`src/rtl/seven_seg_pkg.sv`:
```
// seven_seg_pkg: shared segment constants, FSM state type and digit-to-segment helpers
package seven_seg_pkg;
  localparam logic [7:0] SEG_BLANK = 8'hFF;
  localparam logic [7:0] SEG_DASH  = 8'hBF;
  localparam logic [7:0] SEG_LUT [16] = '{
    8'hC0, 8'hF9, 8'hA4, 8'hB0, 8'h99, 8'h92, 8'h82, 8'hF8,
    8'h80, 8'h98, 8'h88, 8'h83, 8'hC6, 8'hA1, 8'h86, 8'h8E
  };
  typedef enum logic [1:0] {IDLE, CONV, COMMIT} state_t;
  function automatic logic [7:0] hex_to_seg(input logic [3:0] d);
    return SEG_LUT[d];
  endfunction
  function automatic logic [63:0] pow10(input int n);
    logic [63:0] r;
    r = 64'd1;
    for (int i = 0; i < n; i++) r = r * 64'd10;
    return r;
  endfunction
endpackage

```
`src/rtl/seg_digit_encode.sv`:
```
// seg_digit_encode: one 4-bit digit to an active-low segment byte; blanking keeps the DP
module seg_digit_encode
  import seven_seg_pkg::*;
(
  input  logic [3:0] digit_i,
  input  logic       blank_i,
  input  logic       dp_i,
  output logic [7:0] seg_o
);
  assign seg_o = (blank_i ? SEG_BLANK : hex_to_seg(digit_i)) & {~dp_i, 7'h7F};
endmodule

```
`src/rtl/seven_seg_display_ctrl.sv`:
```
// seven_seg_display_ctrl: binary-to-decimal/hex multi-digit seven-segment driver
// Optional blinking of masked digits when SEVEN_SEG_BLINK_EN is defined.
module seven_seg_display_ctrl
  import seven_seg_pkg::*;
#(
  parameter int NUM_DIGITS = 6,
  parameter int BIN_WIDTH  = 20
`ifdef SEVEN_SEG_BLINK_EN
  ,parameter int BLINK_DIV = 25_000_000
`endif
) (
  input  logic                    clk,
  input  logic                    rst_n,
  input  logic                    start,
  input  logic [BIN_WIDTH-1:0]    value,
  input  logic                    hex_mode,
  input  logic                    disp_en,
  input  logic                    lz_blank,
  input  logic [NUM_DIGITS-1:0]   dp_mask,
`ifdef SEVEN_SEG_BLINK_EN
  input  logic [NUM_DIGITS-1:0]   blink_mask,
`endif
  output logic                    busy,
  output logic                    done,
  output logic                    overflow,
  output logic [8*NUM_DIGITS-1:0] segs
);
  localparam int DW = 4 * NUM_DIGITS;
  localparam int CW = $clog2(BIN_WIDTH + 1);
  localparam logic [63:0] DEC_MAX = pow10(NUM_DIGITS) - 64'd1;

  if (BIN_WIDTH > 4 * NUM_DIGITS || NUM_DIGITS < 1 || NUM_DIGITS > 8) begin : g_param_err
    $error("seven_seg_display_ctrl: BIN_WIDTH exceeds 4*NUM_DIGITS or NUM_DIGITS outside 1..8");
  end

  state_t                  state_q;
  logic [BIN_WIDTH-1:0]    val_q;
  logic [DW-1:0]           bcd_q, bcd_adj, bcd_shift, digits_q;
  logic [CW-1:0]           cnt_q;
  logic                    valid_q, overflow_q, busy_q, done_q, dec_ovf, zero_run;
  logic [NUM_DIGITS-1:0]   lead_zero, blink;
  logic [7:0]              enc [NUM_DIGITS];
  logic [8*NUM_DIGITS-1:0] segs_d, segs_q;

  assign dec_ovf = !hex_mode && (64'(value) > DEC_MAX);

  always_comb begin
    bcd_adj = bcd_q;
    for (int i = 0; i < NUM_DIGITS; i++)
      bcd_adj[4*i+:4] = (bcd_q[4*i+:4] >= 4'd5) ? bcd_q[4*i+:4] + 4'd3 : bcd_q[4*i+:4];
  end

  assign bcd_shift = DW'({bcd_adj, val_q[BIN_WIDTH-1]});

  always_ff @(posedge clk or negedge rst_n) begin
    if (!rst_n) begin
      state_q    <= IDLE;
      val_q      <= '0;
      bcd_q      <= '0;
      cnt_q      <= '0;
      digits_q   <= '0;
      valid_q    <= 1'b0;
      overflow_q <= 1'b0;
      busy_q     <= 1'b0;
      done_q     <= 1'b0;
    end else begin
      done_q <= 1'b0;
      case (state_q)
        IDLE: if (start) begin
          if (hex_mode || dec_ovf) begin
            state_q    <= COMMIT;
            digits_q   <= DW'(value);
            overflow_q <= dec_ovf;
            valid_q    <= 1'b1;
            done_q     <= 1'b1;
          end else begin
            state_q <= CONV;
            busy_q  <= 1'b1;
            val_q   <= value;
            bcd_q   <= '0;
            cnt_q   <= '0;
          end
        end
        CONV: begin
          bcd_q <= bcd_shift;
          val_q <= val_q << 1;
          cnt_q <= cnt_q + CW'(1);
          if (cnt_q == CW'(BIN_WIDTH - 1)) begin
            state_q    <= COMMIT;
            busy_q     <= 1'b0;
            digits_q   <= bcd_shift;
            overflow_q <= 1'b0;
            valid_q    <= 1'b1;
            done_q     <= 1'b1;
          end
        end
        default: state_q <= IDLE;
      endcase
    end
  end

  // lead_zero[i]: digit i and every digit above it are zero; digit 0 never qualifies
  always_comb begin
    lead_zero = '0;
    zero_run  = 1'b1;
    for (int i = NUM_DIGITS - 1; i > 0; i--) begin
      zero_run     = zero_run && (digits_q[4*i+:4] == 4'd0);
      lead_zero[i] = zero_run;
    end
  end

`ifdef SEVEN_SEG_BLINK_EN
  logic [31:0] div_q;
  logic        phase_q;
  always_ff @(posedge clk or negedge rst_n) begin
    if (!rst_n) begin
      div_q   <= '0;
      phase_q <= 1'b0;
    end else if (div_q == 32'(BLINK_DIV - 1)) begin
      div_q   <= '0;
      phase_q <= ~phase_q;
    end else begin
      div_q <= div_q + 32'd1;
    end
  end
  assign blink = phase_q ? blink_mask : '0;
`else
  assign blink = '0;
`endif

  genvar i;
  for (i = 0; i < NUM_DIGITS; i++) begin : g_dig
    seg_digit_encode u_enc (
      .digit_i (digits_q[4*i+:4]),
      .blank_i (lz_blank && lead_zero[i]),
      .dp_i    (dp_mask[i]),
      .seg_o   (enc[i])
    );
    assign segs_d[8*i+:8] = (!valid_q || !disp_en || blink[i]) ? SEG_BLANK :
                            overflow_q ? (SEG_DASH & {~dp_mask[i], 7'h7F}) : enc[i];
  end

  always_ff @(posedge clk or negedge rst_n) begin
    if (!rst_n) segs_q <= '1;
    else        segs_q <= segs_d;
  end

  assign busy     = busy_q;
  assign done     = done_q;
  assign overflow = overflow_q;
  assign segs     = segs_q;
endmodule

```
`config.mk`:
```
export PLATFORM = sky130hd
export DESIGN_NAME = seven_seg_display_ctrl
export DESIGN_NICKNAME = d
export VERILOG_FILES = /design/src/rtl/seven_seg_pkg.sv /design/src/rtl/seg_digit_encode.sv /design/src/rtl/seven_seg_display_ctrl.sv
export SDC_FILE = /design/constraint.sdc
export NUM_CORES = 1
export LEC_CHECK = 0
export ABC_AREA = 0
export BUFFER_PORTS_ARGS = -buffer_cell sky130_fd_sc_hd__buf_2
export CORE_ASPECT_RATIO = 0.9
export CORE_UTILIZATION = 50
export DETAILED_ROUTE_END_ITERATION = 16
export PLACE_DENSITY = 0.7
export SLEW_MARGIN = 40
export SYNTH_ARGS = -nofsm -noshare
export SYNTH_HDL_FRONTEND = slang
export SYNTH_SLANG_ARGS = --single-unit
```
`constraint.sdc`:
```
create_clock -name clk -period 1.97 [get_ports clk]
set_input_delay 0.197 -clock clk [delete_from_list [all_inputs] [get_ports clk]]
set_output_delay 0.197 -clock clk [all_outputs]
set_load 0.01 [all_outputs]
```
==> Yosys cells after proc, flatten, opt, wreduce, memory -nomap -nowiden <==
Memory sizes are Yosys's and may differ from the RTL's.
Cells that the tools add are included.
{ "op_classes": {"bitwise": 18, "addsub": 7, "muxes": 67, "order_cmp": 13, "n_reduce_logical": 26, "n_eq_ne": 6} }
{ "ops": {"columns": ["op", "n"], "rows": [
  ["2-to-1 mux 8 bit", 29],
  ["2-to-1 mux 24 bit", 5],
  ["case mux 24 bit (2 select lines)", 2],
  ["bitwise AND 8 bit", 6],
  ["2-to-1 mux 20 bit", 2],
  ["case mux 20 bit (2 select lines)", 1],
  ["greater-or-equal comparator 5 bit, second input constant", 6],
  ["NOT 4 -> 5 bit", 6],
  ["greater-or-equal comparator 4 x 3 -> 1 bit, second input constant", 6],
  ["adder 4 x 2 -> 4 bit, second input constant", 5],
  ["greater-than comparator 20 bit, second input constant", 1],
  ["logical NOT 4 bit", 5],
  ["2-to-1 mux 4 bit", 5],
  ["2-to-1 mux 1 bit", 11],
  ["logical AND 1 bit", 10],
  ["2-to-1 mux 5 bit", 2],
  ["case mux 5 bit (2 select lines)", 1],
  ["!= test 2 bit, second input constant", 4],
  ["case mux 1 bit (2 select lines)", 4],
  ["AND reduction 4 bit", 2],
  ["2-to-1 mux 2 bit", 3],
  ["NOT 1 bit", 6],
  ["adder 5 x 1 -> 5 bit, second input constant", 1],
  ["== test 5 bit, second input constant", 1],
  ["10 further kinds", 13]
]} }
{ "word_totals": {"memories": 6, "regBits": 127, "output_inout_bits": 51, "input_bits": 32, "rom_bits": 768, "elab_cells": 153} }
{ "mem_list": {"columns": ["memory", "depth", "width", "rd", "rd_ports_with_merged_regs", "write_ports", "line_no", "rtl"], "rows": [
  ["(no name shown)", 16, 8, 1, 0, 0, "seven_seg_pkg.sv:11", "return SEG_LUT[d];"],
  ["(no name shown)", 16, 8, 1, 0, 0, "seven_seg_pkg.sv:11", null],
  ["(no name shown)", 16, 8, 1, 0, 0, "seven_seg_pkg.sv:11", null],
  ["(no name shown)", 16, 8, 1, 0, 0, "seven_seg_pkg.sv:11", null],
  ["(no name shown)", 16, 8, 1, 0, 0, "seven_seg_pkg.sv:11", null],
  ["(no name shown)", 16, 8, 1, 0, 0, "seven_seg_pkg.sv:11", null]
]} }

==> Longest topological paths before layout <==
Gate-level depths: netlist (run 1).
{ "logic_depth": {"depth_word": 10, "depth_mapped": 7, "ltp_nobuf": 7} }

==> Cells and area by module <==
From an unflattened synthesis (run 1), not the netlist that was laid out.
{ "unflattened": {"hier_cells": 786, "hier_area_um2": 7319.5} }
{ "by_module_without_submodules": {"columns": ["mod", "area_each_um2", "seq_area_each_um2", "instances", "cells_per_inst"], "rows": [
  ["seven_seg_display_ctrl", 5600.4, 3238.1, 1, 543],
  ["seg_digit_encode (g_dig[0].u_enc ...)", 285.3, 0.0, 4, 41],
  ["seg_digit_encode (g_dig[5].u_enc)", 297.8, 0.0, 1, 39],
  ["seg_digit_encode (g_dig[4].u_enc)", 280.3, 0.0, 1, 40]
]} }

==> Worst setup path after synthesis (run 1) <==
OpenSTA, ideal clock, no wires.
{ "synth_path": {"path_kind": "flip-flop to flip-flop", "start": "register digits_q[20]", "end": "register segs_q[8] (netlist: segs[8])", "synth_period_minus_slack_ns": 1.745, "path_stages_with_launch": 8, "t_required_ns": 1.862, "setup_slack_ns": 0.225, "n_path_buf": 0, "arrival_ns": 1.637, "setup_time_ns": 0.108, "path_cell_list": "dfrtp_1 > inv_1 > ha_1 > and4bb_2 > and4_1 > and3_1 > nor2_1 > o311ai_0"} }
{ "synth_between": {"elab_chain_len": 10} }
{ "synth_rtl": {"columns": ["item", "line_no", "rtl"], "rows": [
  ["start: declaration", "seven_seg_display_ctrl.sv:38", "logic [DW-1:0] bcd_q, bcd_adj, bcd_shift, digits_q;"],
  ["start signal: assignment", "seven_seg_display_ctrl.sv:72", "digits_q <= DW'(value);"],
  ["start signal: assignment", "seven_seg_display_ctrl.sv:91", "digits_q <= bcd_shift;"],
  ["logical NOT 4 bit", "seven_seg_display_ctrl.sv:107", "zero_run = zero_run && (digits_q[4*i+:4] == 4'd0);"],
  ["logical AND 1 bit (4 in series)", "seven_seg_display_ctrl.sv:107", null],
  ["logical AND 1 bit", "seven_seg_display_ctrl.sv:135", ".blank_i (lz_blank && lead_zero[i]),"],
  ["2-to-1 mux 8 bit", "seg_digit_encode.sv:10", "assign seg_o = (blank_i ? SEG_BLANK : hex_to_seg(digit_i)) & {~dp_i, 7'h7F};"],
  ["bitwise AND 8 bit", "seg_digit_encode.sv:10", null],
  ["2-to-1 mux 8 bit", "seven_seg_display_ctrl.sv:140", "overflow_q ? (SEG_DASH & {~dp_mask[i], 7'h7F}) : enc[i];"],
  ["2-to-1 mux 8 bit", "seven_seg_display_ctrl.sv:139", "assign segs_d[8*i+:8] = (!valid_q || !disp_en || blink[i]) ? SEG_BLANK :"],
  ["via segs_d[8]", "seven_seg_display_ctrl.sv:43", "logic [8*NUM_DIGITS-1:0] segs_d, segs_q;"],
  ["end signal: assignment", "seven_seg_display_ctrl.sv:145", "else segs_q <= segs_d;"],
  ["end: declaration", "seven_seg_display_ctrl.sv:43", null]
]} }
The timed path passes the listed nets, and every way through them passes these cells.
A chain may end at the register's enable or synchronous reset.

==> Worst setup path in the final report (run 1) <==
{ "layout_path": {"start": "register cnt_q[0]", "end": "register digits_q[12]"} }
{ "layout_between": {"elab_chain_len": 3} }
{ "layout_rtl": {"columns": ["item", "line_no", "rtl"], "rows": [
  ["start: declaration", "seven_seg_display_ctrl.sv:39", "logic [CW-1:0] cnt_q;"],
  ["start signal: assignment", "seven_seg_display_ctrl.sv:87", "cnt_q <= cnt_q + CW'(1);"],
  ["== test 5 bit", "seven_seg_display_ctrl.sv:88", "if (cnt_q == CW'(BIN_WIDTH - 1)) begin"],
  ["!= test 2 bit (no line)", null, null],
  ["AND reduction 4 bit (no line)", null, null]
]} }
Every way passes these cells.

==> flow_summary.yaml, run 1 <==
sta:
  max_freq_mhz: 545
  min_period_ns: 1.83
  setup_viol: 0
  timing.final.crit_share_pct: 93.1
  report.final.slew_viol_count: 0
  rsz0062_at_grt: "false"
  slew-limit-headroom_pct: 69.2
  skew_ns: 0.0103
  max_slew.worst_pin.slew_ns: 0.457
  hold_violations: 0
grt:
  antenna_found_initial: 0
  grt_max_degree: 41
  gr-total-overflow: 0
  first_global_vias: 5637
  grt.total_usage_pct: 24.2
  grt_pass1_wl_mm: 27.1
clock_network:
  cts_tree: "done"
  clk_latency_ns: 0.42
  htreeDepth: 4
  clk_path_buf_depth: 2
  root_buffer: "clkbuf_16"
  cts_buffers: 17
  clock_sinks: 127
  clkSlewWorstSetupHoldPaths_ns: 0.06
critical_path:
  critPathKind: "register to register"
  endpoint_kind: "register"
  startpoint_type: "register"
  critPathMaxFanout: 10
  cp.required_ns: 2.31
  ff2ff_path_depth: 8
  cp.arrival_ns: 2.17
  cp_slowest_cell: "dfrtp_1"
  cp_common_cell: "buf_4"
  crit_chain: "ha_1 > nand2_1 > nor3_1 > a32oi_1 > buf_4 > o21ai_4 > buf_4 > mux2i_1"
  critical-path-max-stage-delay_ns: 0.37
worst_hold_path:
  hold-path-cell-count: 3
  hp-class: "input pin to register"
placed_design:
  gp_congestion: 0.906
  placed_area_mm2: 0.00762
  dpl.hpwl_mm: 11.2
  portBuffers: 82
  dpl.cell_count: 935
cells_and_area:
  layout.nets: 870
  area_growth_pct: 22.3
  diodes: 0
  final-instance-count-excl-fill: 975
  fin_area_mm2: 0.00829
  layout-drive-gt1-share_pct: 26.6
  post-route-util_pct: 64.1
flow_run:
  drv_cap: 0
floorplanning:
  core_area_mm2: 0.0129
  die_h_um: 112
  die_area_mm2: 0.0140
  pin_count: 83
  start_util_pct: 52.4
  num_rows: 39
  die_w_um: 125
synth:
  synth-main-ff-cell: "dfrtp_1"
  synth_area_per_cell_um2: 9.92
  yosys_warnings: 0
  synth_top_area_share_pct: 29.2
  netlist_area_mm2: 0.00678
  synthArstFlopShare_pct: 100
  syn_inst: 683
  synth.distinct_cells: 49
  synth.area.top_cells: "dfrtp_1 29%, dfstp_2 19%, ha_1 7.4%"
  ys_seq_area_share_pct: 47.8
  synth-seq-cells: 127
  synth_edf_count: 0
  syn-num-nets: 755
  yosys.area.top_type: "dfrtp_1"
routing:
  wirelength_mm: 16.0
  drtIter0Drc: 500
  wl_per_cell_um: 16.4
  viasPerCell: 5.79
  drt_pass1_iterations: 5
  vias: 5649
  ant_nets: 0
  route.detailed.drc: 0
power:
  power_leakage_nw: 3.68
  p_switching_w: 0.00526
  power_density_mw_per_mm2: 1640
  total_power_w: 0.0136
  internal_power_w: 0.00836
  combPwrFrac_pct: 42.9
  pwr-share-clk_pct: 21.9
  vdd_drop_max_mv: 1.02
  p_sw_share_pct: 38.6
  share_seq_of_total_power_pct: 35.2
status:
  status: "finished clean"
==> cells by family (layout without fill, tap and decap cells) <==
| logic type | after synthesis | after routing | synth area share (%) |
|---|---|---|---|
| flip-flops | 127 | 127 | 47.8 |
| AO/OA/AOI/OAI | 230 | 230 | 21.9 |
| multiplexers | 38 | 38 | 5.72 |
| XOR/XNOR | 12 | 12 | 1.55 |
| buffers and inverters | 71 | 199 | 4.25 |
| AND/OR/NAND/NOR | 165 | 165 | 11.4 |
| adder cells (fa/ha/maj) | 40 | 40 | 7.38 |
==> cells in the mapped netlist (3+ instances only) <==
cell type	number
a211oi_1	12
a21o_1	21
a21oi_1	61
a22o_1	6
a31oi_1	21
and2_1	5
buf_1	3
buf_2	5
clkbuf_1	24
dfrtp_1	79
dfstp_2	48
ha_1	40
inv_1	36
mux2_2	6
mux2i_1	32
nand2_1	44
nand2b_1	14
nand3_1	14
nor2_1	56
nor2b_1	5
nor3_1	9
nor3b_1	7
o211ai_1	23
o21ai_0	50
o21bai_1	3
o2bb2ai_1	5
o311ai_0	16
xnor2_1	6
xor2_1	6
==> state kept, by name, indices dropped and copies added, names as in the netlist <==
name / flops
bcd_q: 24
digits_q: 24
done: 1
segs: 48
busy: 1
cnt_q: 5
overflow: 1
valid_q: 1
val_q: 20
state_q: 2
==> per-layer routing <==
| metal | vias up | track usage, % | wire, um |
|---|---|---|---|
| li1 | 2686 | - | - |
| met1 | 2750 | 32.2 | 7280 |
| met2 | 192 | 38.3 | 7590 |
| met3 | 21 | 6.15 | 974 |
| met4 | 0 | 9.40 | 186 |
| met5 | - | 0 | 0 |
==> path summary, 6_finish.rpt <==
kind	start	end	slack, ns
worst max-delay path	cnt_q[0]	digits_q[12]	0.14
worst min-delay path	value[0]	val_q[0]	0.04
worst max register to register	cnt_q[0]	digits_q[12]	0.14
worst min register to register	valid_q	valid_q	0.48
max in group asynchronous	rst_n	segs[34]	1.09
min in group asynchronous	rst_n	digits_q[0]	0.24
==> critical path: cells and delay by family (launching register included) <==
family / cells / cell delay (ns)
buffers and inverters: 2 / 0.44
flip-flops: 1 / 0.37
multiplexers: 1 / 0.22
AND/OR/NAND/NOR: 2 / 0.26
adder cells (fa/ha/maj): 1 / 0.21
AO/OA/AOI/OAI: 2 / 0.24
==> power by group through the flow <==
stage / combinational, W / clock [W] / sequential [W]
3_5_place_dp: 0.00570 / 0 / 0.00480
2_1_floorplan: 0.00380 / 0 / 0.00479
5_1_grt: 0.00653 / 0.00316 / 0.00494
3_3_place_gp: 0.00547 / 0 / 0.00473
4_1_cts: 0.00580 / 0.00303 / 0.00478
6_report: 0.00585 / 0.00298 / 0.00479
==> cell type report <==
class / count / area [um2]
Clock buffer: 25 / 475
Sequential cell: 127 / 3240
Fill cell: 1031 / 4640
Tap cell: 164 / 205
Multi-Input combinational cell: 485 / 3290
Timing Repair Buffer: 130 / 857
Inverter: 37 / 139
Clock inverter: 7 / 85.1
==> cell usage in the layout (no fill, tap or decap), types with 4 or more instances in the layout <==
master	count
buf_2	81
dfrtp_1	79
a21oi_1	61
nor2_1	53
o21ai_0	50
dfstp_2	48
nand2_1	44
ha_1	40
inv_1	36
buf_4	36
mux2i_1	32
o211ai_1	23
a31oi_1	21
a21o_1	21
clkbuf_16	17
o311ai_0	16
nand3_1	14
nand2b_1	13
a211oi_1	12
nor3_1	8
nor3b_1	7
dlygate4sd3_1	7
mux2_2	6
xnor2_1	6
xor2_1	6
a22o_1	6
clkbuf_1	6
and2_1	5
o2bb2ai_1	5
buf_12	5
nor2b_1	4
==> through the flow <==
step	hold slack, ns	worst slack [ns]	setup TNS [ns]
4_1_cts	0.0281	0.00879	0
2_1_floorplan	-0.0986	0.225	0
3_5_place_dp	0.144	-0.0659	-0.529
6_report	0.0392	0.136	0
3_3_place_gp	0.141	0.0563	0
5_1_grt	0.0534	0.000725	0
==> repair_timing <==
action | 4_1_cts | 5_1_grt
endpoints found under the hold margin | 28 | 0
buffers inserted | 0 | 1
gates resized for setup | 3 | 5
cloned | 0 | 0
hold buffers | 7 | 0
setup endpoints to repair | 9 | 20
pin swaps | 0 | 1
Note: power is estimated with default switching activity, not from simulation.
==> inputs of run 2 (changes only) <==
Settings changed: GPL_TIMING_DRIVEN from default to 0, PLACE_DENSITY 0.7 to default, PLACE_DENSITY_LB_ADDON from default to 0.25.
==> run 2 against run 1 <==
  * Sequential power fell by 2%
  * Core utilization decreased by 0.85 points
  * Largest cell class unchanged
  * Cell area down 1.3%
  * First-iteration DRC count is 2.0% lower
  * Global-route usage grew 0.22 points
  * Clock skew up 0.0019 ns
  * Critical path depth is 1 lower
  * Fmax fell by 2.7%
  * Combinational power increased by 2%
  * Count of clock-buffer cells in the layout unchanged
  * Worst setup slack got worse by 0.051 ns
==> flow_summary.yaml, run 2 (synthesis gave the netlist of run 1 again) <==
status:
  status: "finished clean"
critical_path:
  cpLargestDelayFamily: "simple AND/OR/NAND/NOR gates"
  crit-reg2reg-launch: "digits_q[12]"
  crit_chain: "inv_2 > ha_4 > nor4bb_4 > and4_4 > and3_4 > nor2_4 > o311ai_0"
  critPathLaunch: "digits_q[12]"
  r2r_end: "segs[13]"
  endpoint_kind: "register"
  critical-path-max-stage-delay_ns: 0.42
  critPathKind: "register to register"
  startpoint_type: "register"
  ff2ff_path_depth: 7
  regToRegSetupSlack_ns: 0.08
  cp_slowest_cell: "dfrtp_1"
  cp.required_ns: 2.27
  critPathMaxFanout: 6
  cp.arrival_ns: 2.18
  cp-endpoint: "segs[13]"
  critPathBufInv: 1
  crit_cells: 7
grt:
  grt_max_degree: 79
  grt.total_usage_pct: 24.5
  grt_pass1_wl_mm: 27.0
  first_global_vias: 5492
  antenna_found_initial: 0
  gr-total-overflow: 0
cells_and_area:
  area_growth_pct: 20.7
  layout.nets: 872
  layout-drive-gt1-share_pct: 24.6
  final-instance-count-excl-fill: 977
  diodes: 0
  largest_reg_flops: 48
  final_common_cell: "buf_2"
  fill_cells: 1017
  final_cell_mix: "86 x buf_2, 79 x dfrtp_1, 61 x a21oi_1"
sta:
  slew-limit-headroom_pct: 59.2
  max_freq_mhz: 530
  rsz0062_at_grt: "false"
  max_slew.worst_pin.slew_ns: 0.612
  setup_viol: 0
  min_period_ns: 1.89
  fin_ws_ns: 0.0845
  hold_violations: 0
  timing.final.crit_share_pct: 95.7
  skew_ns: 0.0122
  report.final.slew_viol_count: 0
clock_network:
  clk_path_buf_depth: 2
  clk_latency_ns: 0.43
  clkSlewWorstSetupHoldPaths_ns: 0.05
  cts_buffers: 17
  root_buffer: "clkbuf_16"
  htreeDepth: 4
  clock_sinks: 127
  cts_tree: "done"
placed_design:
  dpl.cell_count: 931
  gp_congestion: 0.890
  portBuffers: 82
  dpl.hpwl_mm: 11.5
  dp_slack_ns: -0.238
routing:
  drtIter0Drc: 490
  wl_per_cell_um: 16.8
  ant_nets: 0
  viasPerCell: 5.84
  vias: 5708
  wirelength_mm: 16.4
  drt_pass1_iterations: 5
  route.detailed.drc: 0
floorplanning:
  die_w_um: 125
  core_area_mm2: 0.0129
  num_rows: 39
  start_util_pct: 52.4
  die_area_mm2: 0.0140
  pin_count: 83
  die_h_um: 112
power:
  vdd_drop_max_mv: 1.03
  power_leakage_nw: 3.58
  power_density_mw_per_mm2: 1650
worst_hold_path:
  hp-class: "input pin to register"
flow_run:
  drv_cap: 0
[run 2: worst min path at each step]
| stage | cells after the start | slack, ns | from | to |
|---|---|---|---|---|
| floorplan | 0 | -0.1 | rst_n | bcd_q[0] |
| global route | 3 | 0.06 | value[0] | val_q[0] |
| global placement | 2 | 0.32 | dp_mask[2] | segs[23] |
| CTS | 3 | 0.03 | value[0] | val_q[0] |
| detailed placement | 2 | 0.23 | rst_n | done |
| finish | 3 | 0.05 | value[0] | val_q[0] |
[run 2: layer usage]
| metal | wire length [um] | global-route usage, % | share of wire [%] | vias up |
|---|---|---|---|---|
| met5 | 0 | 0 | 0 | - |
| met4 | 267 | 9.72 | 1.6 | 0 |
| met3 | 1080 | 6.10 | 6.5 | 29 |
| met2 | 7720 | 39.4 | 47 | 240 |
| met1 | 7360 | 31.7 | 45 | 2747 |
| li1 | - | - | - | 2692 |
[run 2: through the flow]
step | hold WS, ns | util [%] | instance area [um2] | TNS [ns] | total power [W]
final | 0.0486 | 63.3 | 8180 | 0 | 0.0135
after global routing | 0.0559 | 63.3 | 8180 | 0 | 0.0145
after CTS | 0.0349 | 62.6 | 8100 | 0 | 0.0133
after detailed placement | 0.227 | 57.7 | 7460 | -1.42 | 0.0103
after global placement | 0.323 | 57.2 | 7390 | -71.05 | 0.0100
after floorplan | -0.0986 | - | 6780 | 0 | 0.00859
[run 2: layout make-up]
type	count	area, um2	area share (%)
Multi-Input combinational cell	485	3310	40.5
Sequential cell	127	3240	39.6
Timing Repair Buffer	98	598	7.31
Clock buffer	25	497	6.07
Tap cell	164	205	2.51
Buffer	34	153	1.87
Inverter	37	139	1.70
Clock inverter	7	37.5	0.459
[run 2: worst reg2reg max path, cell delays in order (launching register included)]
cell and delay (ns):
dfrtp_1 0.42, inv_2 0.12, ha_4 0.17, nor4bb_4 0.36
and4_4 0.31, and3_4 0.21, nor2_4 0.05, o311ai_0 0.13
[run 2: where the power goes]
group,switching [W],total (W),internal (W)
Clock,0.00109,0.00282,0.00173
Sequential,0.000752,0.00470,0.00395
Combinational,0.00356,0.00596,0.00240
Total,0.00540,0.0135,0.00808
[run 2: repair_timing]
item	CTS	global route
hold buffers	7	0
cloned	0	0
pin swaps	1	3
resized for setup	10	11
endpoints found under the hold margin	49	0
endpoints found under the setup margin	16	21
setup buffers	0	7
